[src/rtl/aes_key_sched_ctrl_if.sv]
// Bundled host/engine/readback signals of the AES-128 key-schedule controller.
// master = host side (key source, expansion engine, reader); slave = controller.
interface aes_key_sched_ctrl_if;
    logic       start;
    logic [7:0] key_in;
    logic       key_valid;
    logic [7:0] exp_din;
    logic       exp_load;
    logic [7:0] exp_rcon;
    logic [7:0] exp_dout;
    logic       exp_valid;
    logic [7:0] rk_raddr;
    logic [7:0] rk_rdata;
    logic       busy;
    logic       done;
    logic       rk_ready;
    logic       err;
    logic [2:0] state_dbg;

    // Handshakes: key_in counts only in a key_valid cycle, exp_din only while
    // exp_load is high, exp_dout only while exp_valid is high; no backpressure.
    modport master (
        output start, key_in, key_valid, exp_dout, exp_valid, rk_raddr,
        input  exp_din, exp_load, exp_rcon, rk_rdata, busy, done, rk_ready, err, state_dbg
    );
    modport slave (
        input  start, key_in, key_valid, exp_dout, exp_valid, rk_raddr,
        output exp_din, exp_load, exp_rcon, rk_rdata, busy, done, rk_ready, err, state_dbg
    );
endinterface

[src/rtl/aes_key_sched_ctrl.sv]
// AES-128 key-schedule sequencer: loads the cipher key, drives an external one-round
// engine ten times and stores all 11 round keys. KEYSCHED_TIMEOUT_EN adds a COLLECT watchdog.
module aes_key_sched_ctrl (
    input  logic                  clk,
    input  logic                  rst_n,
    aes_key_sched_ctrl_if.slave   bus
);

`ifdef KEYSCHED_TIMEOUT_EN
    typedef enum logic [2:0] {
        S_IDLE = 3'd0, S_LOAD = 3'd1, S_ISSUE = 3'd2, S_COLLECT = 3'd3, S_DONE = 3'd4, S_ERR = 3'd5
    } state_t;
`else
    typedef enum logic [2:0] {
        S_IDLE = 3'd0, S_LOAD = 3'd1, S_ISSUE = 3'd2, S_COLLECT = 3'd3, S_DONE = 3'd4
    } state_t;
`endif

    state_t     state_q, state_d;
    logic [3:0] cnt_q, cnt_d;
    logic [3:0] rnd_q, rnd_d;
    logic       rk_ready_q, rk_ready_d;
    logic [7:0] rk_rdata_q, rk_rdata_d;
`ifdef KEYSCHED_TIMEOUT_EN
    logic [7:0] wdog_q, wdog_d;
`endif

    // Round r lives at addresses r*16 .. r*16+15, so the read address maps straight through.
    logic [7:0] rk_mem [0:175];
    logic       mem_we;
    logic [7:0] mem_waddr;
    logic [7:0] mem_wdata;

    function automatic logic [7:0] rcon_of(input logic [3:0] r);
        case (r)
            4'd0: rcon_of = 8'h01;
            4'd1: rcon_of = 8'h02;
            4'd2: rcon_of = 8'h04;
            4'd3: rcon_of = 8'h08;
            4'd4: rcon_of = 8'h10;
            4'd5: rcon_of = 8'h20;
            4'd6: rcon_of = 8'h40;
            4'd7: rcon_of = 8'h80;
            4'd8: rcon_of = 8'h1b;
            4'd9: rcon_of = 8'h36;
            default: rcon_of = 8'h00;
        endcase
    endfunction

    always_ff @(posedge clk or negedge rst_n) begin
        if (!rst_n) begin
            state_q    <= S_IDLE;
            cnt_q      <= 4'd0;
            rnd_q      <= 4'd0;
            rk_ready_q <= 1'b0;
            rk_rdata_q <= 8'h00;
`ifdef KEYSCHED_TIMEOUT_EN
            wdog_q     <= 8'h00;
`endif
        end else begin
            state_q    <= state_d;
            cnt_q      <= cnt_d;
            rnd_q      <= rnd_d;
            rk_ready_q <= rk_ready_d;
            rk_rdata_q <= rk_rdata_d;
`ifdef KEYSCHED_TIMEOUT_EN
            wdog_q     <= wdog_d;
`endif
        end
    end

    always_ff @(posedge clk) begin
        if (mem_we) rk_mem[mem_waddr] <= mem_wdata;
    end

    always_comb begin
        rk_rdata_d = 8'h00;
        if (bus.rk_raddr[7:4] <= 4'd10) rk_rdata_d = rk_mem[bus.rk_raddr];
    end

    always_comb begin
        state_d    = state_q;
        cnt_d      = cnt_q;
        rnd_d      = rnd_q;
        rk_ready_d = rk_ready_q;
        mem_we     = 1'b0;
        mem_waddr  = 8'h00;
        mem_wdata  = 8'h00;
`ifdef KEYSCHED_TIMEOUT_EN
        wdog_d     = wdog_q;
`endif
        case (state_q)
            S_IDLE: begin
                if (bus.start) begin
                    state_d    = S_LOAD;
                    cnt_d      = 4'd0;
                    rnd_d      = 4'd0;
                    rk_ready_d = 1'b0;
                end
            end
            S_LOAD: begin
                if (bus.key_valid) begin
                    mem_we    = 1'b1;
                    mem_waddr = {4'd0, cnt_q};
                    mem_wdata = bus.key_in;
                    cnt_d     = cnt_q + 4'd1;
                    if (cnt_q == 4'd15) begin
                        state_d = S_ISSUE;
                        cnt_d   = 4'd0;
                    end
                end
            end
            S_ISSUE: begin
                cnt_d = cnt_q + 4'd1;
                if (cnt_q == 4'd15) begin
                    state_d = S_COLLECT;
                    cnt_d   = 4'd0;
`ifdef KEYSCHED_TIMEOUT_EN
                    wdog_d  = 8'h00;
`endif
                end
            end
            S_COLLECT: begin
                if (bus.exp_valid) begin
                    mem_we    = 1'b1;
                    mem_waddr = {rnd_q + 4'd1, cnt_q};
                    mem_wdata = bus.exp_dout;
                    cnt_d     = cnt_q + 4'd1;
`ifdef KEYSCHED_TIMEOUT_EN
                    wdog_d    = 8'h00;
`endif
                    if (cnt_q == 4'd15) begin
                        cnt_d = 4'd0;
                        if (rnd_q == 4'd9) begin
                            state_d    = S_DONE;
                            rk_ready_d = 1'b1;
                        end else begin
                            state_d = S_ISSUE;
                            rnd_d   = rnd_q + 4'd1;
                        end
                    end
                end
`ifdef KEYSCHED_TIMEOUT_EN
                else if (wdog_q == 8'hff) begin
                    state_d = S_ERR;
                end else begin
                    wdog_d = wdog_q + 8'd1;
                end
`endif
            end
            S_DONE: state_d = S_IDLE;
`ifdef KEYSCHED_TIMEOUT_EN
            S_ERR:  state_d = S_ERR;
`endif
            default: state_d = S_IDLE;
        endcase
    end

    always_comb begin
        bus.busy      = (state_q != S_IDLE);
        bus.done      = (state_q == S_DONE);
        bus.rk_ready  = rk_ready_q;
        bus.rk_rdata  = rk_rdata_q;
        bus.exp_load  = (state_q == S_ISSUE);
        bus.exp_din   = 8'h00;
        bus.exp_rcon  = 8'h00;
        bus.state_dbg = state_q;
`ifdef KEYSCHED_TIMEOUT_EN
        bus.err       = (state_q == S_ERR);
`else
        bus.err       = 1'b0;
`endif
        if (state_q == S_ISSUE) bus.exp_din = rk_mem[{rnd_q, cnt_q}];
        // Rcon is tied to the round counter, which only advances after the last capture.
        if (state_q == S_ISSUE || state_q == S_COLLECT) bus.exp_rcon = rcon_of(rnd_q);
    end

endmodule

[src/flat_wrapper.sv]
// flat-port wrapper written by rule: the top's interface ports become plain ports
module aes_key_sched_ctrl_flat 
  (clk, rst_n, bus_start, bus_key_in, bus_key_valid, bus_exp_dout, bus_exp_valid, bus_rk_raddr, bus_exp_din, bus_exp_load, bus_exp_rcon, bus_rk_rdata, bus_busy, bus_done, bus_rk_ready, bus_err, bus_state_dbg);
  aes_key_sched_ctrl_if bus_i ();
  input  logic clk;
  input  logic rst_n;
  input wire logic [$bits(bus_i.start)-1:0] bus_start;
  input wire logic [$bits(bus_i.key_in)-1:0] bus_key_in;
  input wire logic [$bits(bus_i.key_valid)-1:0] bus_key_valid;
  input wire logic [$bits(bus_i.exp_dout)-1:0] bus_exp_dout;
  input wire logic [$bits(bus_i.exp_valid)-1:0] bus_exp_valid;
  input wire logic [$bits(bus_i.rk_raddr)-1:0] bus_rk_raddr;
  output wire logic [$bits(bus_i.exp_din)-1:0] bus_exp_din;
  output wire logic [$bits(bus_i.exp_load)-1:0] bus_exp_load;
  output wire logic [$bits(bus_i.exp_rcon)-1:0] bus_exp_rcon;
  output wire logic [$bits(bus_i.rk_rdata)-1:0] bus_rk_rdata;
  output wire logic [$bits(bus_i.busy)-1:0] bus_busy;
  output wire logic [$bits(bus_i.done)-1:0] bus_done;
  output wire logic [$bits(bus_i.rk_ready)-1:0] bus_rk_ready;
  output wire logic [$bits(bus_i.err)-1:0] bus_err;
  output wire logic [$bits(bus_i.state_dbg)-1:0] bus_state_dbg;
  assign bus_i.start = bus_start;
  assign bus_i.key_in = bus_key_in;
  assign bus_i.key_valid = bus_key_valid;
  assign bus_i.exp_dout = bus_exp_dout;
  assign bus_i.exp_valid = bus_exp_valid;
  assign bus_i.rk_raddr = bus_rk_raddr;
  assign bus_exp_din = bus_i.exp_din;
  assign bus_exp_load = bus_i.exp_load;
  assign bus_exp_rcon = bus_i.exp_rcon;
  assign bus_rk_rdata = bus_i.rk_rdata;
  assign bus_busy = bus_i.busy;
  assign bus_done = bus_i.done;
  assign bus_rk_ready = bus_i.rk_ready;
  assign bus_err = bus_i.err;
  assign bus_state_dbg = bus_i.state_dbg;
  aes_key_sched_ctrl u_core (.clk(clk), .rst_n(rst_n), .bus(bus_i));
endmodule
[config.mk]
export PLATFORM = sky130hd
export DESIGN_NAME = aes_key_sched_ctrl_flat
export DESIGN_NICKNAME = d
export VERILOG_FILES = /design/src/rtl/aes_key_sched_ctrl_if.sv /design/src/rtl/aes_key_sched_ctrl.sv /design/src/flat_wrapper.sv
export SDC_FILE = /design/constraint.sdc
export NUM_CORES = 2
export LEC_CHECK = 0
export CAP_MARGIN = 10
export CORE_MARGIN = 5
export CORE_UTILIZATION = 30
export CTS_CLUSTER_SIZE = 8
export DETAILED_ROUTE_END_ITERATION = 8
export GPL_TIMING_DRIVEN = 0
export SYNTH_ARGS = -nofsm -noshare
export SYNTH_HDL_FRONTEND = slang
export SYNTH_SLANG_ARGS = --single-unit
[constraint.sdc]
create_clock -name clk -period 6 [get_ports clk]
set_input_delay 0.6 -clock clk [delete_from_list [all_inputs] [get_ports clk]]
set_output_delay 0.6 -clock clk [all_outputs]
set_load 0.1 [all_outputs]
==> reports/results.txt <==
Status: finished, violations left
Failing checks: capacitance limit, setup timing
Hold-fix buffers, CTS: 0
Initial antenna violation count: 44
Slew Limit Fails: 0
Clock Skews: 0.0387 ns
CP Data Arrival Time: 5.80 ns
Asr flop ratio synth: 1.40%
CTS root buffer: clkbuf_16
Worst-path clk slew: 0.05 ns
FP Rows: 173
EDFF count, synth: 1408
RD Place Congestion: 1.06
Tmin final: 6.40 ns
RSZ-0062 raised after global routing: true
Count of cell types in the netlist: 65
Reg2reg path depth: 8
Max Clk Rate: 0.156 GHz
Crit. End Element: primary output
Final routed DRC violation total: 0
Die X-Extent: 483 um
Synth top area cells: edfxtp_1 63%, mux4_2 20%, mux2i_1 4.4%
R2R Setup Slk: 0.02 ns
Yosys warns: 0
Hold Vio Cnt, Final: 0
TritonCTS clock tree: done
Worst slew margin: 0.738%
Die Y: 483 um
Starting Density: 30.2%
Yosys reg bits: 1428
DR iter-0 viols: 9472
H-tree levels: 4
Nets@finish: 3996
Largest net degree at the start of global routing: 95
Total power: 31.4 mW
Post-synthesis cell area: 67200 um^2
Die area: 234000 um^2
Worst vdd ir: 0.000304 V
Area post-placement: 72500 um^2
# clock sinks: 1428
IO buf count: 54
# setup viols final: 10
Core ar.: 223000 um^2
Hold WS: 0.149 ns
Post-route design area: 78200 um^2
Clock Path Buffers: 3
Mapped Nets: 3692
Setup TNS: -2.30 ns
Post-Synthesis Cells: 3656
DPL Wire Length: 222 mm
Vias per cell: 6.81
Post-detailed-route wirelength per cell: 46.7 um
Area leader, netlist: edfxtp_1
Worst-Skew Late Latency: 0.84 ns
DRT Pass-1 Iters: 7
Tot GR Track Use: 27.0%
Critical path peak fanout: 10
Critical Path Source Type: register
Area grow syn2layout: 16.3%
Max Cap Violations: 1
IO Count: 61
Total CTS buffers: 196
Fin worst setup slack: -0.402 ns
Top FF cell, synth: edfxtp_1
Synthesized area per cell: 18.4 um^2
Seq/Total Area, Yosys: 63.7%
Worst Path Required: 5.40 ns
Fin util: 35.1%
Proportion of layout cells with a drive suffix above 1: 28.3%
Most frequent cell after synthesis: edfxtp_1
Total Wirelength: 327 mm
Critical path class: register to primary output
Synth cell count leaders: 1408 x edfxtp_1, 603 x mux4_2, 295 x mux2i_1
Vias in the first global route: 43977
Antenna-violating nets left: 0
HP Class: primary input to asynchronous set/reset pin
First-pass GRT wire length: 421 mm
Share of the synthesized area in the top cell type: 62.9%
Crit share post-route: 107%
Grt total ovfl: 0
Leak: 24.4 nW
DR vias: 47743
PD cells: 401 nW/um^2
Actual slew at the worst max-slew pin: 1.49 ns
sequential cells by signal (all words and copies together), names as in the netlist:
signal                cells
u_core.rk_mem          1408
u_core.bus.rk_rdata       8
u_core.bus.state_dbg      3
u_core.rnd_q              4
u_core.cnt_q              4
u_core.bus.rk_ready       1
cell type report:
| cell class | count | area, um^2 |
|---|---|---|
| timing repair buffer | 106 | 1460 |
| inverter | 12 | 48.8 |
| fill | 20923 | 144000 |
| buffer | 309 | 1980 |
| tap | 2975 | 3720 |
| multi-input combinational | 1907 | 22900 |
| clock buffer | 223 | 5050 |
| sequential | 1428 | 42800 |
| clock inverter | 10 | 141 |
| antenna | 38 | 95.1 |
path summary, 6_finish.rpt:
check,from,end
max in group asynchronous,rst_n,u_core.cnt_q[2]$_DFFE_PN0P_
min in group clk,bus_exp_valid,u_core.bus.rk_ready$_DFFE_PN0P_
worst max-delay path,u_core.cnt_q[3]$_DFFE_PN0P_,bus_exp_din[4]
worst min register to register,u_core.bus.rk_ready$_DFFE_PN0P_,u_core.bus.rk_ready$_DFFE_PN0P_
worst min-delay path,rst_n,u_core.bus.rk_rdata[6]$_DFF_PN0_
worst max register to register,u_core.rnd_q[0]$_DFFE_PN0P_,u_core.rk_mem[92][5]$_DFFE_PP_
power by group:
part | leakage (nW) | total (mW) | internal, mW | switching, mW
combinational | 8.65 | 9.83 | 2.89 | 6.94
sequential | 13.3 | 11.4 | 11.4 | 0.0334
clock | 2.53 | 10.1 | 5.82 | 4.29
critical path: stages (launching register included):
cell      delay, ns
dfrtp_1        0.52
nor2b_1        0.19
clkbuf_2       0.54
clkbuf_2       0.80
clkbuf_1       0.77
buf_6          0.28
a22oi_1        0.13
nand3_1        0.27
o211ai_1       0.46
a41oi_4        0.44
buf_2          0.51
metrics by stage:
| step | std cells | setup slack (ns) |
|---|---|---|
| finish | 7008 | -0.402 |
| global route | 6972 | -0.0298 |
| CTS | 6969 | -0.160 |
| detailed placement | 6732 | -1.07 |
| global placement | 6685 | -2.37 |
| floorplan | 3656 | 1.09 |
cells in the final DEF (no fill, tap or decap), types with 20 or more instances in the layout:
cell type           n
nor2_1            212
mux2i_1           295
edfxtp_1         1408
a22oi_1            49
buf_2              56
a211oi_1           44
a22o_1             33
buf_4              67
a21oi_1            61
a221o_1            24
nand2_1           105
clkbuf_1          104
clkbuf_16         198
buf_6              50
o21ai_0            65
buf_8              25
o221ai_1           58
dfrtp_1            20
diode_2            38
mux4_2            603
clkbuf_2           31
nand3_1            48
o22ai_1            35
buf_1              20
clkdlybuf4s50_1    46
a221oi_1           60
nor3_1             36
routing by layer:
layer	vias up	global-route usage [%]	wire length, um
li1	16217	-	-
met1	24731	31.1	107000
met2	5298	36.8	132000
met3	1465	15.3	57000
met4	32	20.4	31600
met5	-	0.531	440
what timing repair did:
| action | in CTS | in global routing |
|---|---|---|
| buffers inserted | 4 | 0 |
| endpoints found under the setup margin | 48 | 105 |
| gates resized for setup | 122 | 24 |
| pin swaps | 3 | 2 |
| cloned | 0 | 0 |
kinds of logic after synthesis:
| family | count (synthesis) | synth area share, % |
|---|---|---|
| compound gates | 508 | 5.58 |
| xor+xnor | 3 | 0.0391 |
| fa+ha+maj | 7 | 0.130 |
| buf+inv | 321 | 2.56 |
| flops | 1428 | 63.7 |
| mux | 916 | 24.9 |
| other cells | 1 | 0.00558 |
| simple gates | 472 | 3.11 |
(Power assumes the default switching activity.)
